`config.mk`:
```
export PLATFORM = sky130hd
export DESIGN_NAME = mem_stage_access
export DESIGN_NICKNAME = d
export VERILOG_FILES = /design/src/rtl/mem_stage_access.sv
export SDC_FILE = /design/constraint.sdc
export NUM_CORES = 1
export LEC_CHECK = 0
export CAP_MARGIN = 10
export CORE_MARGIN = 2
export CORE_UTILIZATION = 47
export CTS_BUF_LIST = sky130_fd_sc_hd__clkbuf_8
export DETAILED_ROUTE_END_ITERATION = 10
export GPL_TIMING_DRIVEN = 0
export PLACE_DENSITY = 0.95
export SLEW_MARGIN = 0
export SYNTH_ARGS = -nofsm -noshare
export SYNTH_HDL_FRONTEND = slang
export SYNTH_SLANG_ARGS = --single-unit
export TNS_END_PERCENT = 1
```
`constraint.sdc`:
```
create_clock -name clk -period 6.7 [get_ports clk]
set_input_delay 0.67 -clock clk [delete_from_list [all_inputs] [get_ports clk]]
set_output_delay 0.67 -clock clk [all_outputs]
set_load 0.05 [all_outputs]
```
`src/rtl/mem_stage_access.sv`:
```
`default_nettype none
// ============================================================================
// Module      : mem_stage_access
// Description : MEM pipeline stage - data-memory req/ack access, branch
//               resolution and the registered MEM->WB bundle.
// Revision    : 1.0 - initial release
// ============================================================================
module mem_stage_access #(
    parameter int ACK_TIMEOUT = 16,
    parameter int CNT_W       = 5
) (
    input  logic        clk,
    input  logic        reset,
    input  logic        ex_mem_valid,
    input  logic [74:0] ex_mem_bundle,
    output logic        mem_stall,
    output logic        branch_taken,
    output logic        dmem_req,
    output logic        dmem_we,
    output logic [31:0] dmem_addr,
    output logic [31:0] dmem_wdata,
    input  logic [31:0] dmem_rdata,
    input  logic        dmem_ack,
    output logic        mem_err,
    output logic        mem_wb_valid,
    output logic [70:0] mem_wb_bundle
);

    localparam logic [0:0]       C_ST_IDLE  = 1'b0;
    localparam logic [0:0]       C_ST_WAIT  = 1'b1;
    localparam logic [CNT_W-1:0] C_CNT_LAST = CNT_W'(ACK_TIMEOUT - 1);

    logic        w_reg_write;
    logic        w_mem_to_reg;
    logic        w_branch;
    logic        w_mem_read;
    logic        w_mem_write;
    logic [31:0] w_alu_result;
    logic        w_zero;
    logic [31:0] w_store_data;
    logic [4:0]  w_reg_dest;
    logic        w_memop;
    logic        w_aligned;
    logic        w_timeout_hit;

    logic [0:0]       state_q, state_d;
    logic [CNT_W-1:0] cnt_q, cnt_d;
    logic             req_q, req_d;
    logic             we_q, we_d;
    logic [31:0]      addr_q, addr_d;
    logic [31:0]      wdata_q, wdata_d;
    logic             err_q, err_d;
    logic             wbv_q, wbv_d;
    logic [70:0]      wbb_q, wbb_d;

    assign w_reg_write  = ex_mem_bundle[74];
    assign w_mem_to_reg = ex_mem_bundle[73];
    assign w_branch     = ex_mem_bundle[72];
    assign w_mem_read   = ex_mem_bundle[71];
    assign w_mem_write  = ex_mem_bundle[70];
    assign w_alu_result = ex_mem_bundle[69:38];
    assign w_zero       = ex_mem_bundle[37];
    assign w_store_data = ex_mem_bundle[36:5];
    assign w_reg_dest   = ex_mem_bundle[4:0];

    assign w_memop       = w_mem_read | w_mem_write;
    assign w_aligned     = (w_alu_result[1:0] == 2'b00);
    assign w_timeout_hit = (cnt_q == C_CNT_LAST);

    // Stall is released in the completion cycle so upstream advances on the
    // same edge the result is registered; reset forces it low immediately.
    assign mem_stall = ~reset &
                       (((state_q == C_ST_IDLE) & ex_mem_valid & w_memop & w_aligned) |
                        ((state_q == C_ST_WAIT) & ~dmem_ack & ~w_timeout_hit));

    assign branch_taken = ex_mem_valid & w_branch & w_zero;

    always_comb begin
        state_d = state_q;
        cnt_d   = cnt_q;
        req_d   = req_q;
        we_d    = we_q;
        addr_d  = addr_q;
        wdata_d = wdata_q;
        err_d   = err_q;
        wbv_d   = 1'b0;
        wbb_d   = wbb_q;
        case (state_q)
            C_ST_IDLE: begin
                if (ex_mem_valid) begin
                    if (!w_memop) begin
                        wbv_d = 1'b1;
                        wbb_d = {w_reg_write, w_mem_to_reg, 32'h0, w_alu_result, w_reg_dest};
                    end else if (!w_aligned) begin
                        err_d = 1'b1;
                        wbv_d = 1'b1;
                        wbb_d = {1'b0, w_mem_to_reg, 32'h0, w_alu_result, w_reg_dest};
                    end else begin
                        // A set mem_write wins when both read and write are flagged.
                        req_d   = 1'b1;
                        we_d    = w_mem_write;
                        addr_d  = w_alu_result;
                        wdata_d = w_store_data;
                        cnt_d   = '0;
                        state_d = C_ST_WAIT;
                    end
                end
            end
            C_ST_WAIT: begin
                if (dmem_ack) begin
                    req_d   = 1'b0;
                    wbv_d   = 1'b1;
                    wbb_d   = {w_reg_write, w_mem_to_reg, (we_q ? 32'h0 : dmem_rdata),
                               addr_q, w_reg_dest};
                    state_d = C_ST_IDLE;
                end else if (w_timeout_hit) begin
                    req_d   = 1'b0;
                    err_d   = 1'b1;
                    wbv_d   = 1'b1;
                    wbb_d   = {1'b0, w_mem_to_reg, 32'h0, addr_q, w_reg_dest};
                    state_d = C_ST_IDLE;
                end else begin
                    cnt_d = cnt_q + 1'b1;
                end
            end
            default: begin
                state_d = C_ST_IDLE;
                req_d   = 1'b0;
            end
        endcase
    end

    always_ff @(posedge clk or posedge reset) begin
        if (reset) begin
            state_q <= C_ST_IDLE;
            cnt_q   <= '0;
            req_q   <= 1'b0;
            we_q    <= 1'b0;
            addr_q  <= '0;
            wdata_q <= '0;
            err_q   <= 1'b0;
            wbv_q   <= 1'b0;
            wbb_q   <= '0;
        end else begin
            state_q <= state_d;
            cnt_q   <= cnt_d;
            req_q   <= req_d;
            we_q    <= we_d;
            addr_q  <= addr_d;
            wdata_q <= wdata_d;
            err_q   <= err_d;
            wbv_q   <= wbv_d;
            wbb_q   <= wbb_d;
        end
    end

    assign dmem_req      = req_q;
    assign dmem_we       = we_q;
    assign dmem_addr     = addr_q;
    assign dmem_wdata    = wdata_q;
    assign mem_err       = err_q;
    assign mem_wb_valid  = wbv_q;
    assign mem_wb_bundle = wbb_q;

endmodule
`default_nettype wire

```
## Yosys cells after proc, flatten, opt, wreduce, memory -nomap -nowiden

Cells that the tools add are included.

| storage, ports and cells | value |
|---|---|
| flip-flop bits (word level) | 145 |
| bits in latches | 0 |
| RAM bits | 0 |
| ROM bits | 0 |
| input port bits | 111 |
| output and inout port bits | 141 |
| logic and storage cells | 77 |
| memories | 0 |

| operators by class | value |
|---|---|
| $add $sub $neg | 1 |
| multiply operators | 0 |
| divide/modulo/power cells | 0 |
| order comparisons | 0 |
| equal/unequal tests | 10 |
| shifts and indexed selects | 0 |
| multiplexer cells | 37 |
| bitwise operators | 14 |
| reductions and logical operators | 6 |

Operators by type and width:

| kind | count |
|---|---|
| $mux 71 | 5 |
| $pmux 71 s2 | 1 |
| $mux 32 | 1 |
| $mux 5 | 5 |
| $mux 1 | 20 |
| $ne 2x2->1 const B | 7 |
| $pmux 5 s2 | 1 |
| $reduce_and 5->1 | 2 |
| $and 1x1->1 | 8 |
| $pmux 1 s2 | 4 |
| $reduce_and 4->1 | 2 |
| $ne 3x3->1 const B | 2 |
| $add 5x1->5 const B | 1 |
| $eq 5x4->1 const B | 1 |
| $not 1->1 | 4 |
| $reduce_and 3->1 | 1 |
| $logic_not 2->1 | 1 |
| $or 1x1->1 | 2 |

## Depth between registers and ports, before layout

Gate-level depths: netlist of run 1.

| depth | value |
|---|---|
| depth after elaboration | 6 |
| depth in mapped cells | 8 |
| depth with buffers taken out | 7 |

## Least setup slack after synthesis of run 1

No wires, ideal clock.

| path | value |
|---|---|
| kind | reg-to-output |
| start | register cnt_q[0] |
| end | output port mem_stall |
| data arrival time | 2,015 ps |
| data required time | 6,030 ps |
| path slack | 4,015 ps |
| stages on the path, launching flop included | 8 |
| path buffers | 0 |
| path through | dfrtp_1 ha_1 and3_1 ha_1 nand2b_1 o31ai_1 nand2_1 nor2_1 |

| on the way | value |
|---|---|
| word-level cells in the longest chain between the ends | 5 |

RTL lines:

| item | RTL line | text |
|---|---|---|
| start, declared | 47 | `logic [CNT_W-1:0] cnt_q, cnt_d;` |
| start signal, assigned | 146 | `cnt_q <= cnt_d;` |
| $eq 5x4->1 | 68 | `assign w_timeout_hit = (cnt_q == C_CNT_LAST);` |
| $not 1->1 | 74 | `((state_q == C_ST_WAIT) & ~dmem_ack & ~w_timeout_hit));` |
| $and 1x1->1 | 74 |  |
| $or 1x1->1 | 73 | `(((state_q == C_ST_IDLE) & ex_mem_valid & w_memop & w_aligned) \|` |
| $and 1x1->1 | 72 | `assign mem_stall = ~reset &` |
| end, declared | 16 | `output logic mem_stall,` |

No other way between the ends.

## Worst setup path in the final report of run 1

Same ends and word-level chain as after synthesis.

==> results of run 1 <==
-- stage by stage --
step | instance area, um^2 | setup slack [ns] | power [mW] | cells | hold slack (ns)
6_report | 9100 | 3.09 | 3.12 | 830 | 0.481
5_1_grt | 9100 | 2.89 | 3.24 | 830 | 0.502
4_1_cts | 9100 | 3.06 | 3.14 | 830 | 0.484
3_5_place_dp | 8660 | 3.28 | 2.39 | 798 | 0.461
3_3_place_gp | 8630 | 0.470 | 2.34 | 797 | 0.448
2_1_floorplan | 5910 | 2.14 | 1.92 | 378 | 0.441
-- flip-flops by register name, indices dropped and copies added (netlist names) --
name and flops:
mem_err 1, mem_wb_bundle 71, mem_wb_valid 1, dmem_addr 32, dmem_req 1, state_q 1, cnt_q 5, dmem_we 1
dmem_wdata 32
-- how the worst max path moves through the flow --
stage / endpoint / slack [ns] / cells after the start
2_1_floorplan: cnt_q[0] / 2.14 / 1
3_3_place_gp: dmem_wdata[13] / 0.47 / 2
3_5_place_dp: mem_stall / 3.28 / 6
4_1_cts: mem_stall / 3.06 / 8
5_1_grt: mem_stall / 2.89 / 8
6_report: mem_stall / 3.09 / 8
-- layout make-up --
type	count	share of cell area, %
plain buffers	22	1.32
clock buffers	18	2.72
clock inverters	14	2.06
inverters	6	0.303
multi-input cells	205	23.5
flip-flops and latches	145	39.9
well taps	168	2.31
repair buffers	252	27.9
-- critical path, cell delays in order (launching register included) --
cell	delay, ns
dfrtp_1	0.40
ha_1	0.22
and3_1	0.20
ha_1	0.23
nand2b_1	0.16
o31ai_1	0.14
nand2_1	0.21
nor2_1	0.13
clkdlybuf4s50_1	0.81
-- power by group --
group	switching, mW	internal [mW]
clock network	0.332	0.415
logic	0.748	0.479
registers	0.106	1.04
total	1.19	1.93
-- routing by layer --
metal	GRT usage, %	wire length (um)	vias to the layer above
met1	26.3	5890	2069
met5	0	0	-
met2	42.4	8090	184
li1	-	-	1917
met3	8.61	1230	44
met4	11.2	576	0
-- cells in the final DEF (no fill, tap or decap), types with 4 or more instances in the layout --
cell type        synthesis  final
inv_1                    6      6
buf_2                    6      6
nand2_1                  4      4
nor2_1                   5      5
dfrtp_1                145    145
buf_6                    4      4
mux2_4                  26     26
clkdlybuf4s50_1          0    251
mux2_2                 108    108
bufinv_16                0      4
clkbuf_1                10     10
clkbuf_8                 0     18
a22o_1                  33     33
-- cell families (layout without fill, tap and decap cells) --
logic type | count (synthesis) | count (layout) | synth area share, %
AO/OA/AOI/OAI | 45 | 45 | 6.23
adder cells (fa/ha/maj) | 3 | 3 | 0.636
buffers and inverters | 28 | 312 | 2.42
flip-flops | 145 | 145 | 61.4
multiplexers | 135 | 135 | 27.4
AND/OR/NAND/NOR | 22 | 22 | 1.91
==> metrics.txt, run 1 <==
Initial DRC Count 186; WP data required slightly above 6 ns; Max Freq 277 MHz; CTS clk-pin slew, worst paths 0.08 ns; leading area contributor after synthesis dfrtp_1; synth top area cells dfrtp_1 (61%), mux2_2 (21%), mux2_4 (6.6%); Area growth syn-to-layout 54.0%; Mapped Cells ~380; nature of the critical path endpoint output port; Site Rows 40; Routability Congestion 0.781; largest net degree at the start of global routing 94; Root Buffer clkbuf_8; antenna viol nets, final 0; Synth top area share 61.4%; Die W approximately 120 um; minimum clock period 3.61 ns; first-pass iteration count of the detailed router 4; R2R Path Start cnt_q[0]; GRT overflow 0; insertion delay to the later sink of the worst-skew pair 0.44 ns; filler instances about 800; first-pass GRT wire length 24200 um; vias 4214; Chip Height 116 um; max_cap viols 0; CP startpoint kind flop; Worst Hold Class flop to flop; peak supply drop 146 uV; worst slew pin tran 0.646 ns; Initial Utilization 48.6%; flop2flop setup slack 4.10 ns; Total GRT Usage 24.2%; Core Area 12200 um^2; flip-flop and latch area around 3600 um^2; Seq/Total Area, Yosys approximately three fifths; Avg WL per Cell 19.0 um; Synth Net Count 492; Slew Viols, Final 0; die area 13500 um^2; FF+latch count, synth 145; Max clock buf depth 2; vias in the first global route 4641; final hold vios 0; most frequent cells after synthesis dfrtp_1 (145), mux2_2 (108), a22o_1 (33), mux2_4 (26), clkbuf_1 (10); utilization after layout 74.8%; share of synthesized registers carrying an async set or reset 100%; HPWL Detailed between 10000 and 15000 um; I/O pin cnt between 200 and 300; RSZ-0062 raised after global routing false; overall routed net length 15800 um; Worst R2R Path Depth 8; worst setup path start cnt_q[0]; H-Tree Level Count 4; layout cells sized above 1 26.7%; Post-Route Setup TNS 0 ns; worst hold endpoint mem_err; # clock sinks approximately 150; area occupied by multi-input gates 2130 um^2; Cell variety after synth 28; Remaining DRCs 0; worst flop-to-flop path endpoint mem_wb_bundle[33]; hold buffers post-CTS 0; Leak 3.95 nW; Ant. Diodes 0; crit path DAT 2.94 ns; synth warn 0; most used flip-flop cell after synthesis dfrtp_1; Worst Hold Depth 1; Post-synth EDFFs 0; CTS tree done; status finished, final reports clean; CTS buffer count 17; Slew headroom 56.9%; vias per inst 5.08; Final setup viols 0; top-count cell post-synth dfrtp_1; Mean Syn Cell Area about 16 um^2; antenna violations before repair 0; PortBufs 251; PD cells between 300 and 400 nW/um^2; crit path kind flop to output port; NumNets Final 763; Clock Skew 0.00808 ns; Post CTS Setup Buffer Count 0; fin crit share a little over half; post-synthesis cell area 5910 um^2; critical-path maximum fanout 5; Post-CTS Resized 0; min-delay src mem_err
Power figures use the tool's default switching activity.
==> run 2: changes to the inputs <==
--- a/config.mk
+++ b/config.mk
@@ -7,11 +7,11 @@
 export LEC_CHECK = 0
 export CAP_MARGIN = 10
 export CORE_MARGIN = 2
-export CORE_UTILIZATION = 47
+export CORE_UTILIZATION = 40
 export CTS_BUF_LIST = sky130_fd_sc_hd__clkbuf_8
 export DETAILED_ROUTE_END_ITERATION = 10
 export GPL_TIMING_DRIVEN = 0
-export PLACE_DENSITY = 0.95
+export PLACE_DENSITY = 0.88
 export SLEW_MARGIN = 0
 export SYNTH_ARGS = -nofsm -noshare
 export SYNTH_HDL_FRONTEND = slang
==> constraint.sdc (replaced) <==
create_clock -name clk -period 2.95 [get_ports clk]
set_input_delay 0.295 -clock clk [delete_from_list [all_inputs] [get_ports clk]]
set_output_delay 0.295 -clock clk [all_outputs]
set_load 0.05 [all_outputs]
==> run 2 against run 1 <==
Effect of this change: setup slack got worse by 2.9 ns; routed wire length is 3.7% lower; die area rose by 17%; largest cell class unchanged; critical path depth did not move; highest routed layer unchanged; clock power is 120% higher; via count is 2.0% lower; first-iteration DRC count down 24%; hold slack lost 0.19 ns; register-to-register slack worse by 3.7 ns; flip-flop and latch count stayed put.
==> metrics.txt, run 2 (synthesis gave the netlist of run 1 again) <==
CP cell instances ha_1 > and3_1 > ha_1 > nand2b_1 > o31ai_1 > nand2_1 > nor2_1 > buf_2 (was ha_1 > and3_1 > ha_1 > nand2b_1 > o31ai_1 > nand2_1 > nor2_1 > clkdlybuf4s50_1); crit path DAT 2.43 ns (was 2.94 ns); Post CTS Setup Buffer Count 0 (unchanged); die area 15800 um^2 (was 13500 um^2); first-pass iteration count of the detailed router 4 (unchanged); H-Tree Level Count 4 (unchanged); vias per inst 4.89 (was 5.08); nature of the critical path endpoint output port (unchanged); NumNets Final 765 (was 763); Max clock buf depth 2 (unchanged); commonest non-fill, non-tap cells in the layout clkdlybuf4s50_1 (250), dfrtp_1 (145), mux2_2 (108) (was clkdlybuf4s50_1 (251), dfrtp_1 (145), mux2_2 (108)); # clock sinks 145 (unchanged); Ant. Diodes 0 (unchanged); Slew Viols, Final 0 (unchanged); most common cell after layout, fill and taps aside clkdlybuf4s50_1 (unchanged); antenna violations before repair 0 (unchanged); Max Freq between 300 and 400 MHz; vias in the first global route 4557 (was 4641); largest net degree at the start of global routing 46 (was 94); Root Buffer clkbuf_8 (unchanged); Slew headroom 56.8% (was 56.9%); Initial Utilization 40.8% (was 48.6%); antenna viol nets, final 0 (unchanged); CTS buffer count 17 (unchanged); most used cell, CP ha_1 (unchanged); HPWL Detailed 11500 um (was 11700 um); Worst Hold Class primary input to async pin (was flop to flop); Routability Congestion 0.861 (was 0.781); slowest cell on the critical path dfrtp_1 (was clkdlybuf4s50_1); crit path kind flop to output port (unchanged); Worst R2R Path Depth 8 (unchanged); hold buffers post-CTS 0 (unchanged); Worst Hold Slack 0.289 ns (was 0.481 ns); Site Rows 44 (was 40); filler instances 1056 (was 795); flop2flop setup slack 0.41 ns (was 4.10 ns); max_cap viols 0 (unchanged); RSZ-0062 raised after global routing false (unchanged); peak supply drop 359 uV (was 146 uV); first-pass GRT wire length 24600 um (was 24200 um); WP data required 2.65 ns (was 6.03 ns); max FFs per register 71 (unchanged); critical-path maximum fanout 5 (unchanged); layout cells sized above 1 26.5% (was 26.7%); CP startpoint kind flop (unchanged); Post-Route Setup TNS 0 ns (unchanged); Core Area 14500 um^2 (was 12200 um^2); Avg WL per Cell 18.0 um (was 19.0 um); final hold vios 0 (unchanged); worst setup path start cnt_q[0] (unchanged); I/O pin cnt 252 (unchanged); Remaining DRCs 0 (unchanged); GRT overflow 0 (unchanged); PortBufs 251 (unchanged); Area growth syn-to-layout 54.5% (was 54.0%); PD cells 769 nW/um^2 (was 343 nW/um^2); Initial DRC Count 142 (was 186); Leak 3.97 nW (was 3.95 nW); Chip Height 126 um (was 116 um); worst slew pin tran 0.648 ns (was 0.646 ns); R2R Path Start cnt_q[0] (unchanged); CTS clk-pin slew, worst paths 0.08 ns (about the same); Final setup viols 0 (unchanged); Die W 126 um (was 116 um); area occupied by multi-input gates 2130 um^2 (unchanged); Total GRT Usage 19.9% (was 24.2%); overall routed net length 15200 um (was 15800 um); CTS tree done (unchanged); status finished, final reports clean (unchanged); minimum clock period 2.72 ns; insertion delay to the later sink of the worst-skew pair 0.43 ns (was 0.44 ns); Clock Skew 0.0110 ns (was 0.00808 ns); slowest stage delay, CP 0.41 ns (was 0.81 ns); worst flop-to-flop path endpoint mem_wb_bundle[35] (was mem_wb_bundle[33]); fin crit share 92.2%; flip-flop and latch area 3630 um^2 (unchanged); vias 4130 (was 4214); utilization after layout 63.0% (was 74.8%)
[run 2: cell count changes in the layout (fill, tap and decap cells not counted), moves of 2 or more]
cell	change
clkbuf_8	+2
inv_6	-3
buf_12	+3
inv_1	+2
clkinvlp_4	-2
[run 2: timing repair]
action,4_1_cts,5_1_grt
gates cloned,0,0
endpoints found under the setup margin,1,1
pin swaps,0,1
resized for setup,3,2
endpoints found under the hold margin,0,0
[run 2: per-stage QoR]
stage	instances	total power, mW	setup slack [ns]	instance area, um^2
final	845	7.02	0.230	9120
after global routing	845	7.32	0.0162	9120
after CTS	845	7.11	0.0204	9130
after detailed placement	816	5.42	0.103	8710
after global placement	813	5.34	-0.328	8650
after floorplan	378	4.36	0.640	5910
[run 2: critical path: cells and delay by family, from the launching register on]
kind | cells | cell delay (ns)
and+or+nand+nor | 4 | 0.71
adders and majority gates | 2 | 0.46
DFF | 1 | 0.41
buffers and inverters | 1 | 0.27
AOI/OAI and AO/OA | 1 | 0.15
[run 2: routing by layer]
layer | track usage [%] | vias up | wire length [um] | share of wire [%]
met2 | 33.0 | 189 | 7540 | 50
met3 | 7.49 | 16 | 1240 | 8.2
met4 | 6.01 | 0 | 238 | 1.6
met1 | 24.3 | 2015 | 6180 | 41
met5 | 0 | - | 0 | 0
li1 | - | 1910 | - | -
[run 2: how the worst max path moves through the flow]
| stage | to | slack (ns) | cells after the start |
|---|---|---|---|
| 5_1_grt | mem_stall | 0.02 | 8 |
| 6_report | mem_stall | 0.23 | 8 |
| 3_3_place_gp | dmem_wdata[12] | -0.33 | 2 |
| 4_1_cts | mem_stall | 0.02 | 8 |
| 3_5_place_dp | mem_stall | 0.10 | 8 |
| 2_1_floorplan | mem_stall | 0.64 | 7 |
[run 2: final cells by class]
cell class              count  area share, %
flip-flops and latches    145           39.8
multi-input cells         205           23.4
clock inverters             9           1.55
clock buffers              20           3.02
plain buffers              22           1.32
well taps                 184           2.52
inverters                   6          0.288
repair buffers            254           28.1
[run 2: where the power goes]
group	total, mW	switching [mW]	internal, mW
Clock	1.66	0.694	0.965
Sequential	2.59	0.234	2.35
Combinational	2.77	1.68	1.09
